`src/rtl/block_move_ctrl_pkg.sv`:
```
// Shared definitions for the piece move/commit controller: field geometry,
// spawn pose, command encodings and controller states.
package block_move_ctrl_pkg;

  localparam int FIELD_W = 20;
  localparam int FIELD_H = 20;
  localparam int SPAWN_X = 8;
  localparam int SPAWN_Y = 0;

  typedef enum logic [1:0] {
    CMD_LEFT   = 2'd0,
    CMD_RIGHT  = 2'd1,
    CMD_ROTATE = 2'd2,
    CMD_DROP   = 2'd3
  } cmd_e;

  typedef enum logic [2:0] {
    ST_IDLE        = 3'd0,
    ST_CHECK       = 3'd1,
    ST_LOCK        = 3'd2,
    ST_SPAWN_CHECK = 3'd3,
    ST_OVER        = 3'd4
  } state_e;

endpackage

```
`src/rtl/block_move_ctrl_if.sv`:
```
// Command, collision-verdict and merge signals between the move controller
// (slave) and its surroundings (master: player input, checker, merger).
interface block_move_ctrl_if;
  import block_move_ctrl_pkg::*;

  logic       cmd_valid;
  cmd_e       cmd;
  logic       cmd_ready;
  logic       gravity_tick;
  logic       err;
  logic [5:0] cand_x;
  logic [5:0] cand_y;
  logic [1:0] cand_rot;
  logic [5:0] pos_x;
  logic [5:0] pos_y;
  logic [1:0] pos_rot;
  logic       lock_valid;
  logic       lock_ack;
  logic       new_piece;
  logic       game_over;

  modport master (
    output cmd_valid, cmd, gravity_tick, err, lock_ack,
    input  cmd_ready, cand_x, cand_y, cand_rot, pos_x, pos_y, pos_rot,
           lock_valid, new_piece, game_over
  );

  modport slave (
    input  cmd_valid, cmd, gravity_tick, err, lock_ack,
    output cmd_ready, cand_x, cand_y, cand_rot, pos_x, pos_y, pos_rot,
           lock_valid, new_piece, game_over
  );

endinterface

```
`src/rtl/block_move_ctrl_check_timer.sv`:
```
// Loadable down-counter timing the collision checker latency; done is high
// whenever the count has reached zero.
module block_move_ctrl_check_timer #(
  parameter int CW = 1
) (
  input  logic          clk,
  input  logic          rst_n,
  input  logic          load,
  input  logic [CW-1:0] load_val,
  output logic          done
);

  logic [CW-1:0] cnt;

  always_ff @(posedge clk or negedge rst_n) begin
    if (!rst_n) begin
      cnt <= '0;
    end else if (load) begin
      cnt <= load_val;
    end else if (cnt != '0) begin
      cnt <= cnt - CW'(1);
    end
  end

  assign done = (cnt == '0);

endmodule

```
`src/rtl/block_move_ctrl.sv`:
```
// Move/commit controller: builds candidate poses from commands and gravity,
// commits or reverts on the checker verdict, and runs lock/respawn/game-over.
//
// state          | meaning
// ST_IDLE        | pose settled; accept gravity (priority) or a command
// ST_CHECK       | candidate on the bus, waiting CHECK_LAT cycles for err
// ST_LOCK        | failed drop; lock_valid high until the merge is acked
// ST_SPAWN_CHECK | spawn pose on the bus, waiting for err
// ST_OVER        | spawn collided; frozen until reset
module block_move_ctrl #(
  parameter int FIELD_W   = block_move_ctrl_pkg::FIELD_W,
  parameter int FIELD_H   = block_move_ctrl_pkg::FIELD_H,
  parameter int SPAWN_X   = block_move_ctrl_pkg::SPAWN_X,
  parameter int SPAWN_Y   = block_move_ctrl_pkg::SPAWN_Y,
  parameter int CHECK_LAT = 1
) (
  input logic              clk,
  input logic              rst_n,
  block_move_ctrl_if.slave bus
);
  import block_move_ctrl_pkg::*;

  localparam int              TMR_W    = (CHECK_LAT > 1) ? $clog2(CHECK_LAT) : 1;
  localparam logic [TMR_W-1:0] TMR_LOAD = TMR_W'(CHECK_LAT - 1);
  localparam logic [5:0]       SPX      = 6'(SPAWN_X);
  localparam logic [5:0]       SPY      = 6'(SPAWN_Y);

  if (SPAWN_X < 0 || SPAWN_X >= FIELD_W || SPAWN_Y < 0 || SPAWN_Y >= FIELD_H ||
      CHECK_LAT < 1) begin : g_bad_cfg
    $error("block_move_ctrl: spawn pose outside the field or CHECK_LAT < 1");
  end

  state_e     state;
  logic       gravity_pend;
  logic       lock_on_err;
  logic [5:0] cand_x, cand_y, pos_x, pos_y;
  logic [1:0] cand_rot, pos_rot;
  logic       lock_valid, new_piece, game_over;
  logic       grav_go, cmd_go, start_check, tmr_done;

  // Gravity outranks the player; cmd_ready reflects that in the same cycle.
  assign grav_go       = (state == ST_IDLE) && (gravity_pend || bus.gravity_tick);
  assign bus.cmd_ready = rst_n && (state == ST_IDLE) && !gravity_pend && !bus.gravity_tick;
  assign cmd_go        = bus.cmd_valid && bus.cmd_ready;
  assign start_check   = grav_go || cmd_go || ((state == ST_LOCK) && bus.lock_ack);

  block_move_ctrl_check_timer #(.CW(TMR_W)) u_check_timer (
    .clk      (clk),
    .rst_n    (rst_n),
    .load     (start_check),
    .load_val (TMR_LOAD),
    .done     (tmr_done)
  );

  always_ff @(posedge clk or negedge rst_n) begin
    if (!rst_n) begin
      state        <= ST_IDLE;
      cand_x       <= SPX;
      cand_y       <= SPY;
      cand_rot     <= 2'd0;
      pos_x        <= SPX;
      pos_y        <= SPY;
      pos_rot      <= 2'd0;
      lock_on_err  <= 1'b0;
      lock_valid   <= 1'b0;
      new_piece    <= 1'b0;
      game_over    <= 1'b0;
      gravity_pend <= 1'b0;
    end else begin
      new_piece <= 1'b0;
      if (bus.gravity_tick && (state != ST_IDLE) && (state != ST_OVER)) begin
        gravity_pend <= 1'b1;
      end
      unique case (state)
        ST_IDLE: begin
          // cand equals pos here, so it is safe to build from pos.
          if (grav_go) begin
            cand_y       <= pos_y + 6'd1;
            lock_on_err  <= 1'b1;
            gravity_pend <= 1'b0;
            state        <= ST_CHECK;
          end else if (cmd_go) begin
            lock_on_err <= (bus.cmd == CMD_DROP);
            unique case (bus.cmd)
              CMD_LEFT:   cand_x   <= pos_x - 6'd1;
              CMD_RIGHT:  cand_x   <= pos_x + 6'd1;
              CMD_ROTATE: cand_rot <= pos_rot + 2'd1;
              CMD_DROP:   cand_y   <= pos_y + 6'd1;
            endcase
            state <= ST_CHECK;
          end
        end
        ST_CHECK: begin
          if (tmr_done) begin
            if (!bus.err) begin
              pos_x   <= cand_x;
              pos_y   <= cand_y;
              pos_rot <= cand_rot;
              state   <= ST_IDLE;
            end else begin
              cand_x   <= pos_x;
              cand_y   <= pos_y;
              cand_rot <= pos_rot;
              if (lock_on_err) begin
                lock_valid <= 1'b1;
                state      <= ST_LOCK;
              end else begin
                state <= ST_IDLE;
              end
            end
          end
        end
        ST_LOCK: begin
          if (bus.lock_ack) begin
            lock_valid <= 1'b0;
            cand_x     <= SPX;
            cand_y     <= SPY;
            cand_rot   <= 2'd0;
            state      <= ST_SPAWN_CHECK;
          end
        end
        ST_SPAWN_CHECK: begin
          if (tmr_done) begin
            if (!bus.err) begin
              pos_x     <= cand_x;
              pos_y     <= cand_y;
              pos_rot   <= cand_rot;
              new_piece <= 1'b1;
              state     <= ST_IDLE;
            end else begin
              game_over <= 1'b1;
              state     <= ST_OVER;
            end
          end
        end
        ST_OVER: state <= ST_OVER;
        default: state <= ST_IDLE;
      endcase
    end
  end

  assign bus.cand_x     = cand_x;
  assign bus.cand_y     = cand_y;
  assign bus.cand_rot   = cand_rot;
  assign bus.pos_x      = pos_x;
  assign bus.pos_y      = pos_y;
  assign bus.pos_rot    = pos_rot;
  assign bus.lock_valid = lock_valid;
  assign bus.new_piece  = new_piece;
  assign bus.game_over  = game_over;

endmodule

```
`src/flat_wrapper.sv`:
```
// flat-port wrapper written by rule: the top's interface ports become plain ports
module block_move_ctrl_flat import block_move_ctrl_pkg::*;
#(
  parameter int FIELD_W   = block_move_ctrl_pkg::FIELD_W,
  parameter int FIELD_H   = block_move_ctrl_pkg::FIELD_H,
  parameter int SPAWN_X   = block_move_ctrl_pkg::SPAWN_X,
  parameter int SPAWN_Y   = block_move_ctrl_pkg::SPAWN_Y,
  parameter int CHECK_LAT = 1
)
  (clk, rst_n, bus_cmd_valid, bus_cmd, bus_gravity_tick, bus_err, bus_lock_ack, bus_cmd_ready, bus_cand_x, bus_cand_y, bus_cand_rot, bus_pos_x, bus_pos_y, bus_pos_rot, bus_lock_valid, bus_new_piece, bus_game_over);
  block_move_ctrl_if bus_i ();
  input logic clk;
  input logic rst_n;
  input wire logic [$bits(bus_i.cmd_valid)-1:0] bus_cmd_valid;
  input wire logic [$bits(bus_i.cmd)-1:0] bus_cmd;
  input wire logic [$bits(bus_i.gravity_tick)-1:0] bus_gravity_tick;
  input wire logic [$bits(bus_i.err)-1:0] bus_err;
  input wire logic [$bits(bus_i.lock_ack)-1:0] bus_lock_ack;
  output wire logic [$bits(bus_i.cmd_ready)-1:0] bus_cmd_ready;
  output wire logic [$bits(bus_i.cand_x)-1:0] bus_cand_x;
  output wire logic [$bits(bus_i.cand_y)-1:0] bus_cand_y;
  output wire logic [$bits(bus_i.cand_rot)-1:0] bus_cand_rot;
  output wire logic [$bits(bus_i.pos_x)-1:0] bus_pos_x;
  output wire logic [$bits(bus_i.pos_y)-1:0] bus_pos_y;
  output wire logic [$bits(bus_i.pos_rot)-1:0] bus_pos_rot;
  output wire logic [$bits(bus_i.lock_valid)-1:0] bus_lock_valid;
  output wire logic [$bits(bus_i.new_piece)-1:0] bus_new_piece;
  output wire logic [$bits(bus_i.game_over)-1:0] bus_game_over;
  assign bus_i.cmd_valid = bus_cmd_valid;
  assign bus_i.cmd = bus_cmd;
  assign bus_i.gravity_tick = bus_gravity_tick;
  assign bus_i.err = bus_err;
  assign bus_i.lock_ack = bus_lock_ack;
  assign bus_cmd_ready = bus_i.cmd_ready;
  assign bus_cand_x = bus_i.cand_x;
  assign bus_cand_y = bus_i.cand_y;
  assign bus_cand_rot = bus_i.cand_rot;
  assign bus_pos_x = bus_i.pos_x;
  assign bus_pos_y = bus_i.pos_y;
  assign bus_pos_rot = bus_i.pos_rot;
  assign bus_lock_valid = bus_i.lock_valid;
  assign bus_new_piece = bus_i.new_piece;
  assign bus_game_over = bus_i.game_over;
  block_move_ctrl #(.FIELD_W(FIELD_W), .FIELD_H(FIELD_H), .SPAWN_X(SPAWN_X), .SPAWN_Y(SPAWN_Y), .CHECK_LAT(CHECK_LAT)) u_core (.clk(clk), .rst_n(rst_n), .bus(bus_i));
endmodule
```
`config.mk`:
```
export PLATFORM = sky130hd
export DESIGN_NAME = block_move_ctrl_flat
export DESIGN_NICKNAME = d
export VERILOG_FILES = /design/src/rtl/block_move_ctrl_pkg.sv /design/src/rtl/block_move_ctrl_if.sv /design/src/rtl/block_move_ctrl_check_timer.sv /design/src/rtl/block_move_ctrl.sv /design/src/flat_wrapper.sv
export SDC_FILE = /design/constraint.sdc
export NUM_CORES = 1
export LEC_CHECK = 0
export CAP_MARGIN = 20
export CELL_PAD_IN_SITES_DETAIL_PLACEMENT = 0
export CELL_PAD_IN_SITES_GLOBAL_PLACEMENT = 1
export CORE_ASPECT_RATIO = 0.6
export CORE_UTILIZATION = 41
export CTS_BUF_LIST = sky130_fd_sc_hd__clkbuf_2 sky130_fd_sc_hd__clkbuf_4 sky130_fd_sc_hd__clkbuf_8
export DETAILED_ROUTE_END_ITERATION = 12
export GPL_ROUTABILITY_DRIVEN = 0
export GPL_TIMING_DRIVEN = 0
export PLACE_DENSITY = 0.91
export SLEW_MARGIN = 15
export SYNTH_ARGS = -nofsm -noshare
export SYNTH_HDL_FRONTEND = slang
export SYNTH_HIERARCHICAL = 1
export SYNTH_SLANG_ARGS = --single-unit
```
`constraint.sdc`:
```
create_clock -name clk -period 1.8 [get_ports clk]
set_input_delay 0.18 -clock clk [delete_from_list [all_inputs] [get_ports clk]]
set_output_delay 0.18 -clock clk [all_outputs]
set_load 0.005 [all_outputs]
```
==> flow_summary.rst <==
.. list-table::
   :header-rows: 1

   * - Metric
     - Value
   * - Reg clk slew, reported paths
     - 0.08 ns
   * - Master of the slowest instance on the critical path
     - clkdlybuf4s50_1
   * - Die Height
     - about 56 um
   * - Final Hold Viols
     - 0
   * - Worst stage delay on the critical path
     - 0.52 ns
   * - Highest Clock Rate
     - 0.579 GHz
   * - Initial antenna violation count
     - 0
   * - Yosys warnings
     - 6
   * - Routed length per instance
     - ~15 um
   * - Cell types with the highest counts after synthesis
     - 35 x dfrtp_1, 15 x nand2_1, 12 x a21oi_1
   * - Mapped Nets
     - between 150 and 200
   * - Data required time of the worst path
     - just under 2 ns
   * - Global-route wire length before repair
     - 7470 um
   * - Number of vias after detailed routing
     - 1572
   * - Detailed placement HPWL
     - approximately 3200 um
   * - Outcome
     - finished clean
   * - Syn Std Cell Area
     - 2000 um2
   * - Fin Clk Skew
     - 0.00981 ns
   * - Nature of the critical path endpoint
     - register
   * - Worst Setup Slack, final
     - 0.0716 ns
   * - # setup viols final
     - 0
   * - Worst-case hold slack
     - 0.357 ns
   * - Syn-to-layout area delta
     - 35.8%
   * - Primary FF master, synth
     - dfrtp_1
   * - Clock insertion delay at the later pin of the skew report
     - 0.29 ns
   * - Core Box Area
     - between 4000 and 5000 um2
   * - Port Buffers
     - 39
   * - Largest voltage drop on the vdd net
     - 0.000916 V
   * - Cell at the root of the clock tree
     - clkbuf_8
   * - Die outline width
     - 92.1 um
   * - Critical path startpoint
     - bus_cmd_valid
   * - Static leakage power
     - 1.21 nW
   * - PwrDens
     - approximately 1900 nW/um2
   * - Max-cap violations
     - 0
   * - WP data arrival
     - 1.90 ns
   * - Global route overflow
     - 0
   * - Minimum clock period after layout
     - 1.73 ns
   * - Layout Cells excl Fill
     - 302
   * - Distinct cells, synth
     - 51
   * - Sum of negative setup slack
     - 0 ns
   * - Avg Vias per Cell
     - around 5.2
   * - Ordered list of cells on the worst path
     - clkdlybuf4s50_1 -> nand2_1 -> o41ai_1 -> nand3b_1 -> buf_4 -> a22oi_1 -> o31ai_1
   * - Total number of nets in the final design
     - 252
   * - Number of instances in the placed design
     - 285
   * - CTS buffer count
     - 5
   * - Gate count of the mapped netlist
     - around 180
   * - Fraction of the yosys area taken by sequential cells
     - a little under half
   * - Worst-case setup slack after placement
     - -0.493 ns
   * - FF-to-FF path depth
     - 5
   * - Power Total
     - about 5 mW
   * - Maximum buffer depth of the clock tree
     - 2
   * - H-tree depth
     - 2
   * - Synth async-reset ratio
     - between 90% and 100%
   * - Post-synthesis register bit count
     - 37
   * - Global routing usage summed across all routing layers
     - a little under a fifth
   * - Total Wirelength
     - 4510 um
   * - Finished Cell Area
     - around 2700 um2
   * - Pin count of the biggest net entering global routing
     - 20
   * - Synth top area cells
     - dfrtp_1 44%, mux2_2 6.2%, a22o_1 4.8%
   * - Iter 0 DRT Violations
     - 49
   * - Timing endpoint of the critical path
     - u_core/bus.cand_x[4]
   * - Highest net fanout along the worst path
     - 6
   * - Start-to-end type of the worst setup path
     - input pin to register
   * - First-pass DRT Iterations
     - 4
   * - FF-to-FF Start
     - u_core/gravity_pend
   * - Cell taking the most area after synthesis
     - dfrtp_1
   * - Most frequent cell after synthesis
     - dfrtp_1
   * - Total placed instance area
     - 2490 um2
   * - Die area
     - 5170 um2
   * - Share of layout cells above drive strength 1
     - a little over a fifth
   * - Class of the most critical hold timing path
     - input pin to register
   * - Worst R2R End
     - u_core/bus.cand_x[4]
   * - Critical path launch point type
     - input pin
   * - Initial standard-cell utilization of the core
     - 43.1%
   * - Top Ports
     - 40
   * - Num Clock Sinks
     - 37
   * - Area share of the largest cell type after synthesis
     - 43.8%
   * - Total count of max-transition violations in the final report
     - 0
   * - Transition at the pin with the smallest max-transition slack
     - 0.895 ns
   * - Number of diodes
     - 0
   * - Mean instance size in the synthesized netlist
     - between 10 and 15 um2
   * - Relative max-transition margin
     - 40.2%
   * - Number of global-route vias before repair
     - 1449
   * - Post-DRT Antenna Nets
     - 0
   * - Row count
     - 19
   * - Utilization after layout
     - between 50 and 60%
   * - CTS tree
     - yes
   * - Number of enable-type register cells in the synthesized netlist
     - 0
   * - Drt drc
     - 0
   * - Final Cycle Share
     - 96.0%
   * - Worst reg2reg setup slack
     - between 0.1 and 0.15 ns
## layout make-up
class / count / area, um2
Fill cell: 408 / 1920
Multi-Input combinational cell: 133 / 1020
Sequential cell: 37 / 928
Timing Repair Buffer: 49 / 490
Clock buffer: 7 / 90.1
Tap cell: 63 / 78.8
Buffer: 6 / 50.0
Clock inverter: 1 / 30.0
Inverter: 6 / 22.5
## worst min-delay path by stage
stage	from	endpoint	depth (start not counted)	slack (ns)
after CTS	bus_cmd[1]	u_core/bus.cand_x[4]	2	0.36
after global placement	u_core/bus.game_over	u_core/bus.game_over	1	0.46
after detailed placement	rst_n	u_core/bus.pos_x[0]	1	0.14
final	bus_cmd[0]	u_core/lock_on_err	3	0.36
after global routing	bus_cmd[0]	u_core/lock_on_err	3	0.38
after floorplan	rst_n	u_core/bus.cand_rot[0]	0	-0.12
## layout by cell type, fill, tap and decap left out, drive strengths merged, types with 3 or more instances in the layout
cell / count
nor2b: 3
xnor2: 3
nand4: 3
o21ai: 11
nor3b: 3
nand2b: 5
nor2: 7
and2: 3
clkbuf: 7
a21o: 6
dlygate4sd3: 3
nand2: 16
xor2: 5
clkdlybuf4s50: 35
ha: 5
mux2: 12
a22o: 12
a21oi: 12
buf: 14
dfrtp: 35
inv: 6
## registers in the layout (all words and copies together), names as in the netlist, 2 cells and up
signal,cells
u_core/bus.cand_x,6
u_core/bus.cand_y,6
u_core/bus.pos_x,6
u_core/bus.pos_y,6
u_core/state,3
u_core/bus.cand_rot,2
u_core/bus.pos_rot,2
## worst max-delay path, delay by kind of cell
family	cells	cell delay [ns]
AND/OR/NAND/NOR	2	0.27
buffers and inverters	2	0.71
AO/OA/AOI/OAI	3	0.74
## power by group
part | internal (mW) | switching [mW] | leakage (nW)
Sequential | 1.20 | 0.330 | 0.468
Clock | 0.467 | 0.290 | 0.0619
Combinational | 1.52 | 1.25 | 0.679
Total | 3.19 | 1.87 | 1.21
## logic make-up (layout without fill, tap and decap cells)
| kind of cell | Yosys count | after routing | synth area share, % |
|---|---|---|---|
| multiplexers | 12 | 12 | 6.76 |
| AO/OA/AOI/OAI | 55 | 55 | 20.1 |
| AND/OR/NAND/NOR | 51 | 51 | 15.2 |
| adder cells (fa/ha/maj) | 6 | 6 | 4.13 |
| other | 1 | 1 | 0.188 |
| XOR/XNOR | 8 | 8 | 3.88 |
| flip-flops | 37 | 37 | 46.5 |
| buffers and inverters | 12 | 69 | 3.32 |
## timing repair
action | 4_1_cts | 5_1_grt
pin swaps | 1 | 2
hold buffers | 3 | 0
endpoints found under the setup margin | 7 | 7
gates resized for setup | 9 | 1
setup buffers | 3 | 3
hold endpoints to repair | 16 | 0
## per-layer routing
| metal | track usage (%) | wire [um] | vias to the layer above |
|---|---|---|---|
| li1 | - | - | 774 |
| met1 | 30.3 | 2520 | 765 |
| met2 | 25.1 | 1820 | 31 |
| met3 | 4.10 | 160 | 2 |
| met4 | 4.46 | 10 | 0 |
| met5 | 0 | 0 | - |
No activity file was read; power rests on OpenSTA's default activity.
